**src/rtl/fetch_pkg.sv**
```systemverilog
// Shared types and helpers for the instruction-fetch address path.
// Holds the default reset PC, fetch group size, sequencer states and kseg translation.
package fetch_pkg;

  localparam logic [31:0] RESET_PC_DEF    = 32'hBFC0_0000;
  localparam int unsigned FETCH_BYTES_DEF = 8;

  typedef enum logic {
    RUN   = 1'b0,
    DSLOT = 1'b1
  } fetch_state_e;

  // kseg0 and kseg1 are unmapped windows onto the low 512 MB of physical space.
  function automatic logic [31:0] kseg_xlate(input logic [31:0] vaddr);
    if (vaddr[31:29] == 3'b100 || vaddr[31:29] == 3'b101) begin
      return {3'b000, vaddr[28:0]};
    end
    return vaddr;
  endfunction

endpackage

```
**src/rtl/fetch_addr_xlate.sv**
```systemverilog
// Combinational virtual-to-physical translation for unmapped kernel segments.
// Kept as its own block so the data-side address path can reuse it.
module fetch_addr_xlate
  import fetch_pkg::*;
(
  input  logic [31:0] vaddr,
  output logic [31:0] paddr
);

  assign paddr = kseg_xlate(vaddr);

endmodule

```
**src/rtl/fetch_addr_sequencer.sv**
```systemverilog
// Fetch PC owner: picks the next ICache request address from flush, redirect,
// buffered delay-slot target, BPU target or sequential. Optional macro: FETCH_ADEL_CHECK_EN.
module fetch_addr_sequencer
  import fetch_pkg::*;
#(
  parameter logic [31:0] RESET_PC    = RESET_PC_DEF,
  parameter int unsigned FETCH_BYTES = FETCH_BYTES_DEF
) (
  input  logic        clk,
  input  logic        resetn,
  input  logic        flush,
  input  logic [31:0] flush_target,
  input  logic        redirect,
  input  logic [31:0] redirect_target,
  input  logic        bpu_taken,
  input  logic        bpu_dely,
  input  logic [31:0] bpu_target,
  input  logic        icache_addr_ok,
  output logic        req_valid,
  output logic [31:0] fetch_vaddr,
  output logic [31:0] fetch_paddr,
`ifdef FETCH_ADEL_CHECK_EN
  output logic        fetch_adel,
`endif
  output logic        pend_valid
);

  localparam logic [31:0] GROUP_BYTES = 32'(FETCH_BYTES);
  localparam logic [31:0] GROUP_MASK  = ~(GROUP_BYTES - 32'd1);

  fetch_state_e state;
  logic [31:0]  pc;
  logic [31:0]  pend_target;
  logic [31:0]  next_pc;
  logic [31:0]  seq_pc;
  logic         accept;

  assign accept = req_valid & icache_addr_ok;
  // Wraps to zero past the top group simply by 32-bit overflow.
  assign seq_pc = (pc & GROUP_MASK) + GROUP_BYTES;

  // NOTE: next_pc gets its hold value first so no path through this block can infer a latch.
  always_comb begin
    next_pc = pc;
    if (flush) begin
      next_pc = flush_target;
    end else if (redirect) begin
      next_pc = redirect_target;
    end else if (accept) begin
      if (state == DSLOT) begin
        next_pc = pend_target;
      end else if (bpu_taken && !bpu_dely) begin
        next_pc = bpu_target;
      end else begin
        next_pc = seq_pc;
      end
    end
  end

  // Delay-slot tracker: the BPU is ignored while a target is already buffered.
  // NOTE: state registers use non-blocking assignments so every flop samples pre-edge values.
  always_ff @(posedge clk or negedge resetn) begin
    if (!resetn) begin
      state       <= RUN;
      pend_target <= '0;
    end else if (flush || redirect) begin
      state       <= RUN;
      pend_target <= '0;
    end else if (accept) begin
      if (state == DSLOT) begin
        state <= RUN;
      end else if (bpu_taken && bpu_dely) begin
        state       <= DSLOT;
        pend_target <= bpu_target;
      end
    end
  end

  always_ff @(posedge clk or negedge resetn) begin
    if (!resetn) begin
      pc        <= RESET_PC;
`ifdef FETCH_ADEL_CHECK_EN
      req_valid  <= (RESET_PC[1:0] == 2'b00);
      fetch_adel <= 1'b0;
`else
      req_valid <= 1'b1;
`endif
    end else begin
      pc <= next_pc;
`ifdef FETCH_ADEL_CHECK_EN
      // A misaligned PC is never requested, so it holds until flush or redirect.
      req_valid  <= (next_pc[1:0] == 2'b00);
      fetch_adel <= (next_pc[1:0] != 2'b00);
`else
      req_valid <= 1'b1;
`endif
    end
  end

  assign fetch_vaddr = pc;
  assign pend_valid  = (state == DSLOT);

  fetch_addr_xlate u_xlate (
    .vaddr (pc),
    .paddr (fetch_paddr)
  );

endmodule

```
**config.mk**
```make
export PLATFORM = sky130hd
export DESIGN_NAME = fetch_addr_sequencer
export DESIGN_NICKNAME = d
export VERILOG_FILES = /design/src/rtl/fetch_pkg.sv /design/src/rtl/fetch_addr_xlate.sv /design/src/rtl/fetch_addr_sequencer.sv
export SDC_FILE = /design/constraint.sdc
export NUM_CORES = 1
export LEC_CHECK = 0
export BUFFER_PORTS_ARGS = -buffer_cell sky130_fd_sc_hd__clkbuf_2
export CORE_MARGIN = 3
export CORE_UTILIZATION = 51
export DETAILED_ROUTE_END_ITERATION = 8
export PLACE_DENSITY = 0.82
export SYNTH_ARGS = -nofsm -noshare
export SYNTH_HDL_FRONTEND = slang
export SYNTH_SLANG_ARGS = --single-unit
```
**constraint.sdc**
```tcl
create_clock -name clk -period 2.2 [get_ports clk]
set_input_delay 0.33 -clock clk [delete_from_list [all_inputs] [get_ports clk]]
set_output_delay 0.33 -clock clk [all_outputs]
set_load 0.005 [all_outputs]
```
==> impl_results.md, run 1 <==
- Synth area leader: dfrtp_1
- Synth top area share: 0.297
- Setup repair bufs after CTS: 0
- H-tree Lvls: 3
- DIE AREA: between 10000 and 15000 um2
- Mux share of post-synthesis cell area: 0.00662
- Worst setup SP type: flop
- Share of layout cells above drive strength 1: 0.318
- Root Driver: clkbuf_8
- Initial Utilization: 0.534
- IO Pins: 169
- Final Max Tran Viols: 0
- Top Usage Layer GRT: met2
- Vias per cell: 6.22
- Crit path buffers/inverters: 1
- Endpoints failing setup: 0
- Synth top area cells: dfrtp_1, a21oi_1, nand2_1
- Endpoint class of the critical path: flop
- Placed insts: 843
- GRT Overall Usage: 0.304
- Cell count after synthesis: just over 600
- Transition time of the tightest slew-check pin: between 0.6 and 0.7 ns
- Async set-reset flop share out of synthesis: 1.00
- Critical path class: reg -> reg
- Yosys warnings: 0
- Drt total wl: ~16 mm
- Post-synth top cells: nand2_1, a21oi_1, dfrtp_1
- Final net count: approximately 850
- Layout area overhead: 21.6%
- Synth Register Bits: 65
- Routed Antenna Nets: 0
- CP arrival: ~2.4 ns
- Pre-Repair DR Iteration Count: 6
- Worst skew pair latency: 0.35 ns
- Hold Crit Class: in -> reg
- CP delay by family, top: simple AND/OR/NAND/NOR gates
- Net count after synthesis: roughly 720
- Critical Path Slowest Stage Cell: dfrtp_1
- Tmin final: approximately 2.1 ns
- First-pass GRT wire length: between 20 and 25 mm
- Most frequent cell after synthesis: nand2_1
- CTS Buf Count: 9
- Met3 Use GR: 0.0546
- Synth Area in Simple Gates: 0.251
- FMAX: 473 MHz
- Iter 0 DRT Violations: about 550
- Period utilisation layout: 0.961
- Leak: around 2.6 nW
- N_diodes: 0
- Sequential share of the synthesized area: 0.347
- RSZ-0062 raised after global routing: no
- Row count: 34
- Worst Path Max Fanout: 11
- Dominant synthesized flop cell: dfrtp_1
- Final Hold Fails: 0
- Number of clock sinks: between 60 and 70
- Grt met2 use: 0.499
- Post-Syn Area per Cell: ~7.7 um2
- Largest net degree at the start of global routing: between 50 and 60
- Number of enable flip-flop cells after synthesis: 0
- Relative slew slack: 0.575
- Post-synthesis xor/xnor area fraction: 0.0167
- Total grt overflow: 0
- Placer congestion estimate: 0.978
- Max-cap viol count: 0
- Post-route DRC: 0
- Max IR drop VDD: just over 0.3 mV
- Combinational family with the most area after synthesis: compound AO/OA/AOI/OAI gates
- GR Layer Usage met1: 0.403
- Clock transition at path regs: 0.08 ns
- Setup TNS: 0 ns
- Status: complete, no violations
- Initial antenna violation count: 0
- Slowest stage delay, CP: ~0.48 ns
- Number of global-route vias before repair: 4959
- Cell Chain, Critical Path: ha_1 > nand4_1 > nor4_1 > buf_4 > nand3_1 > o21ai_0 > o2bb2a_1
- Synth Area in Compound Gates: 0.261
- CTS tree: yes
- Fin cells: 860
- Port Buffers: roughly 170
- Synth Area in Adders: 0.00265
- Mapped cell area: approximately 4700 um2
- Pwr/cell area: approximately 570 nW/um2
- Die height: about 100 um
- Clk_skew: approximately 0.011 ns
- Req. time, crit path: ~2.5 ns
- Clock tree buffer depth: 2
- Half-perimeter wire length after placement: 11.8 mm
- Synth unique cells: 71
- Core area: just under 9000 um2
- Die width: between 100 and 150 um
- Via count: ~5300
- Routed WL per cell: ~19 um
## tightest hold or removal path, stage by stage
cell and delay, ns:
clkbuf_2 0.09, nand2_1 0.05, a21oi_1 0.05
## power by group
part           switching [mW]  internal (mW)  leakage (nW)
clock                   0.485          0.551        0.0953
combinational           0.447          0.378          1.67
sequential              0.137           1.29         0.825
total                    1.07           2.22          2.59
## path summary, 6_finish.rpt
check | start | endpoint | slack [ns] | cells after the start
max | fetch_vaddr[3]$_DFFE_PN0P_ | fetch_vaddr[31]$_DFFE_PN1P_ | 0.09 | 7
min | bpu_target[1] | pend_target[1]$_DFFE_PN0P_ | 0.21 | 3
max reg2reg | fetch_vaddr[3]$_DFFE_PN0P_ | fetch_vaddr[31]$_DFFE_PN1P_ | 0.09 | 7
min reg2reg | fetch_vaddr[2]$_DFFE_PN0P_ | fetch_vaddr[2]$_DFFE_PN0P_ | 0.51 | 2
max in group asynchronous | resetn | fetch_vaddr[22]$_DFFE_PN1P_ | 1.04 | 3
min in group asynchronous | resetn | fetch_vaddr[0]$_DFFE_PN0P_ | 0.52 | 2
## state kept, by name, summed over array words and instances, names as in the netlist
name         cells
pend_valid       1
pend_target     32
fetch_vaddr     32
## per-stage QoR
| stage | worst slack [ns] | cell area (um2) | utilization | hold slack, ns | power (mW) |
|---|---|---|---|---|---|
| 2_1_floorplan | 0.366 | 4720 | - | 0.0344 | 1.91 |
| 3_3_place_gp | 0.269 | 5530 | 0.625 | 0.352 | 2.23 |
| 3_5_place_dp | 0.138 | 5530 | 0.625 | 0.360 | 2.26 |
| 4_1_cts | 0.117 | 5740 | 0.649 | 0.202 | 3.28 |
| 5_1_grt | 0.0110 | 5750 | 0.649 | 0.198 | 3.45 |
| 6_report | 0.0861 | 5750 | 0.649 | 0.206 | 3.29 |
## final cells by class
cell class	instances	area, um2
Fill cell	770	3100
Inverter	24	90.1
Clock inverter	5	55.1
Tap cell	108	135
Clock buffer	11	141
Sequential cell	65	1640
Timing Repair Buffer	200	1140
Multi-Input combinational cell	447	2550
## logic make-up after synthesis
| group | Yosys count |
|---|---|
| AND/OR/NAND/NOR | 241 |
| XOR/XNOR | 9 |
| buffers and inverters | 100 |
| other | 1 |
| flip-flops | 65 |
| adder cells (fa/ha/maj) | 1 |
| AO/OA/AOI/OAI | 192 |
| multiplexers | 3 |
## repair_timing
| action | in CTS | in global routing |
|---|---|---|
| gates resized for setup | 0 | 1 |
| endpoints found under the setup margin | 0 | 1 |
| endpoints found under the hold margin | 13 | 0 |
| hold buffers | 1 | 0 |
## per-layer routing
metal	routed length, um	part of all wire
met2	7780	0.48
met5	0	0
met4	387	0.024
met3	1790	0.11
met1	6210	0.38
## cell usage in the layout, fill, tap and decap left out, types with 3 or more instances in the layout
| cell type | count |
|---|---|
| a211o_1 | 3 |
| a211oi_1 | 14 |
| a21oi_1 | 80 |
| a221o_1 | 4 |
| a221oi_1 | 7 |
| a31oi_1 | 10 |
| and3_1 | 7 |
| and4_1 | 3 |
| buf_12 | 4 |
| buf_4 | 28 |
| clkbuf_2 | 166 |
| clkbuf_8 | 10 |
| dfrtp_1 | 55 |
| dfstp_2 | 9 |
| inv_1 | 24 |
| nand2_1 | 104 |
| nand2b_1 | 7 |
| nand3_1 | 14 |
| nand4_1 | 10 |
| nor2_1 | 35 |
| nor2b_1 | 10 |
| nor3_1 | 22 |
| nor3b_1 | 11 |
| nor4_1 | 3 |
| o211ai_1 | 4 |
| o21ai_0 | 26 |
| o221ai_1 | 4 |
| o22ai_1 | 6 |
| o311ai_0 | 3 |
| o31ai_1 | 5 |
| or4_1 | 3 |
| xnor2_1 | 5 |
| xor2_1 | 4 |
No activity file was read; power rests on OpenSTA's default activity.
==> run 2: changes to the inputs <==
Settings changed: GPL_TIMING_DRIVEN set to 0, PLACE_DENSITY 0.82 to unset, PLACE_DENSITY_LB_ADDON set to 0.1.
==> run 2 against run 1 <==
Effect of this change:
- die area did not move
- final cell count rose by 5.6%
- critical path depth is 1 lower
- largest cell class unchanged
- design area up 4.8%
- core utilization up 3.1 points
==> impl_results.md, run 2 (synthesis gave the netlist of run 1 again) <==
- Fillcell total: 801 (was 770)
- Worst setup startpoint: pend_valid$_DFFE_PN0P_ (was fetch_vaddr[3]$_DFFE_PN0P_)
- Worst skew pair latency: 0.36 ns (was 0.35 ns)
- Sequential power share: 0.403 (was 0.434)
- Initial Utilization: 0.534 (unchanged)
- IO Pins: 169 (unchanged)
- R2R cell count: 6 (was 7)
- Via count: 5676 (was 5349)
- Cell Chain, Critical Path: clkbuf_1 > clkbuf_2 > o311ai_0 > mux2i_1 > o211ai_1 > o21ba_2 (was ha_1 > nand4_1 > nor4_1 > buf_4 > nand3_1 > o21ai_0 > o2bb2a_1)
- Relative slew slack: 0.396 (was 0.575)
- Share of power burned in combinational logic: 0.262 (was 0.251)
- Slowest stage delay, CP: 0.76 ns (was 0.48 ns)
- Clock tree buffer depth: 2 (unchanged)
- Port Buffers: 167 (unchanged)
- Root Driver: clkbuf_8 (unchanged)
- Die height: 102 um (unchanged)
- Routed Antenna Nets: 0 (unchanged)
- R2R Path End: fetch_vaddr[21]$_DFFE_PN0P_ (was fetch_vaddr[31]$_DFFE_PN1P_)
- Pwr/cell area: 592 nW/um2 (was 572 nW/um2)
- WP depth: 6 (was 7)
- H-tree Lvls: 3 (unchanged)
- CTS Buf Count: 9 (unchanged)
- Final Hold Slack: 0.187 ns (was 0.206 ns)
- Endpoint class of the critical path: flop (unchanged)
- Tmin final: 2.15 ns (was 2.11 ns)
- Vias per cell: 6.25 (was 6.22)
- Final Hold Fails: 0 (unchanged)
- FMAX: 465 MHz (was 473 MHz)
- Critical path class: reg -> reg (unchanged)
- Core area: 8850 um2 (unchanged)
- Period utilisation layout: 0.978 (was 0.961)
- Final Instance Area: 6020 um2 (was 5750 um2)
- Final net count: 899 (was 851)
- RSZ-0062 raised after global routing: no (unchanged)
- Flop2flop setup slack: 0.05 ns (was 0.09 ns)
- Switching part of the total power: 0.328 (was 0.326)
- Endpoints failing setup: 0 (unchanged)
- DIE AREA: 10500 um2 (unchanged)
- First-pass GRT wire length: 28.0 mm (was 24.8 mm)
- Transition time of the tightest slew-check pin: 0.902 ns (was 0.638 ns)
- Final WS setup: 0.0488 ns (was 0.0861 ns)
- Net Switching: 1.17 mW (was 1.07 mW)
- Routed WL per cell: 20.8 um (was 18.8 um)
- Hold Crit Class: in -> reg (unchanged)
- Share of layout cells above drive strength 1: 0.329 (was 0.318)
- Area of the multi-input gates: 2570 um2 (was 2550 um2)
- Pre-Repair DR Iteration Count: 6 (unchanged)
- CTS tree: yes (unchanged)
- Post-route DRC: 0 (unchanged)
- Max IR drop VDD: 0.325 mV (was 0.309 mV)
- Int Pwr: 2.40 mW (was 2.22 mW)
- Commonest cells after routing, fill and taps aside: clkbuf_2, nand2_1, a21oi_1, dfrtp_1 (was clkbuf_2, nand2_1, a21oi_1, dfrtp_1, nor2_1)
- Commonest non-fill, non-tap cell in the layout: clkbuf_2 (unchanged)
- FF+latch area: 1640 um2 (about the same)
- Initial antenna violation count: 0 (unchanged)
- Final Max Tran Viols: 0 (unchanged)
- Setup slack after placement: -0.548 ns (was 0.138 ns)
- Worst setup SP type: flop (unchanged)
- Half-perimeter wire length after placement: 14.2 mm (was 11.8 mm)
- Number of clock sinks: 65 (unchanged)
- CP delay by family, top: compound AO/OA/AOI/OAI gates (was simple AND/OR/NAND/NOR gates)
- Share of total power in the clock network: 0.335 (was 0.315)
- Clock transition at path regs: 0.09 ns (was 0.08 ns)
- Worst Path Max Fanout: 10 (was 11)
- Area of placed instances: 5730 um2 (was 5530 um2)
- Total grt overflow: 0 (unchanged)
- Max-cap viol count: 0 (unchanged)
- Row count: 34 (unchanged)
- Clk_skew: 0.0184 ns (was 0.0115 ns)
- N_diodes: 0 (unchanged)
- FF-to-FF Start: pend_valid$_DFFE_PN0P_ (was fetch_vaddr[3]$_DFFE_PN0P_)
- Crit path buffers/inverters: 2 (was 1)
- Die width: 102 um (unchanged)
- CP arrival: 2.45 ns (was 2.39 ns)
- Largest net degree at the start of global routing: 46 (was 58)
- Number of global-route vias before repair: 5033 (was 4959)
- Critical Path Slowest Stage Cell: o311ai_0 (was dfrtp_1)
- Iter 0 DRT Violations: 679 (was 552)
- Leak: 2.75 nW (was 2.59 nW)
- Layout area overhead: 27.5% (was 21.6%)
- GRT Overall Usage: 0.354 (was 0.304)
- Placer congestion estimate: 0.999 (was 0.978)
- Crit path capture: fetch_vaddr[21]$_DFFE_PN0P_ (was fetch_vaddr[31]$_DFFE_PN1P_)
- Status: complete, no violations (unchanged)
- Tot Pwr: 3.57 mW (was 3.29 mW)
- Drt total wl: 18.9 mm (was 16.2 mm)
- Req. time, crit path: 2.50 ns (was 2.48 ns)
[run 2: how the worst min path moves through the flow]
stage,endpoint,cells after the start,from,slack [ns]
after global placement,fetch_vaddr[1]$_DFFE_PN0P_,2,fetch_vaddr[1]$_DFFE_PN0P_,0.49
after detailed placement,fetch_vaddr[19]$_DFFE_PN0P_,1,resetn,0.28
after floorplan,fetch_vaddr[0]$_DFFE_PN0P_,0,resetn,0.03
final,fetch_vaddr[4]$_DFFE_PN0P_,3,flush_target[4],0.19
after CTS,fetch_vaddr[19]$_DFFE_PN0P_,3,flush_target[19],0.19
after global routing,fetch_vaddr[4]$_DFFE_PN0P_,3,flush_target[4],0.19
[run 2: final cells by class]
cell class	instances	share of cell area
clock buffer	11	0.0235
inverter	24	0.0150
tap	108	0.0224
sequential	65	0.272
timing repair buffer	172	0.149
multi-input combinational	447	0.428
clock inverter	5	0.0131
buffer	76	0.0771
[run 2: metal layers]
| metal | wire [um] | global-route usage |
|---|---|---|
| met5 | 0 | 0 |
| met1 | 7800 | 0.530 |
| met4 | 426 | 0.0898 |
| met2 | 8300 | 0.526 |
| met3 | 2400 | 0.0662 |
[run 2: metrics by stage]
stage                util  TNS (ns)  instances
floorplan               -         0        612
global placement    0.644     -2.04        887
detailed placement  0.647     -2.72        888
CTS                 0.676         0        905
global route        0.681         0        908
finish              0.681         0        908
[run 2: worst register-to-register path, cell delays in order (launching register included)]
cell and delay, ns:
dfrtp_1 0.43, clkbuf_1 0.23, clkbuf_2 0.23, o311ai_0 0.76, mux2i_1 0.16, o211ai_1 0.14
o21ba_2 0.14
[run 2: power by group through the flow]
stage                     registers [mW]  logic [mW]  clock network [mW]
after global placement              1.45       0.886                   0
final                               1.44       0.934                1.19
after floorplan                     1.42       0.487                   0
after global routing                1.45        1.01                1.23
after CTS                           1.43       0.915                1.18
after detailed placement            1.45       0.906                   0
[run 2: repair_timing]
action / CTS / global route
hold endpoints to repair: 13 / 0
setup buffers: 0 / 3
hold buffers: 1 / 0
setup endpoints to repair: 12 / 13
resized for setup: 7 / 11
pin swaps: 0 / 1
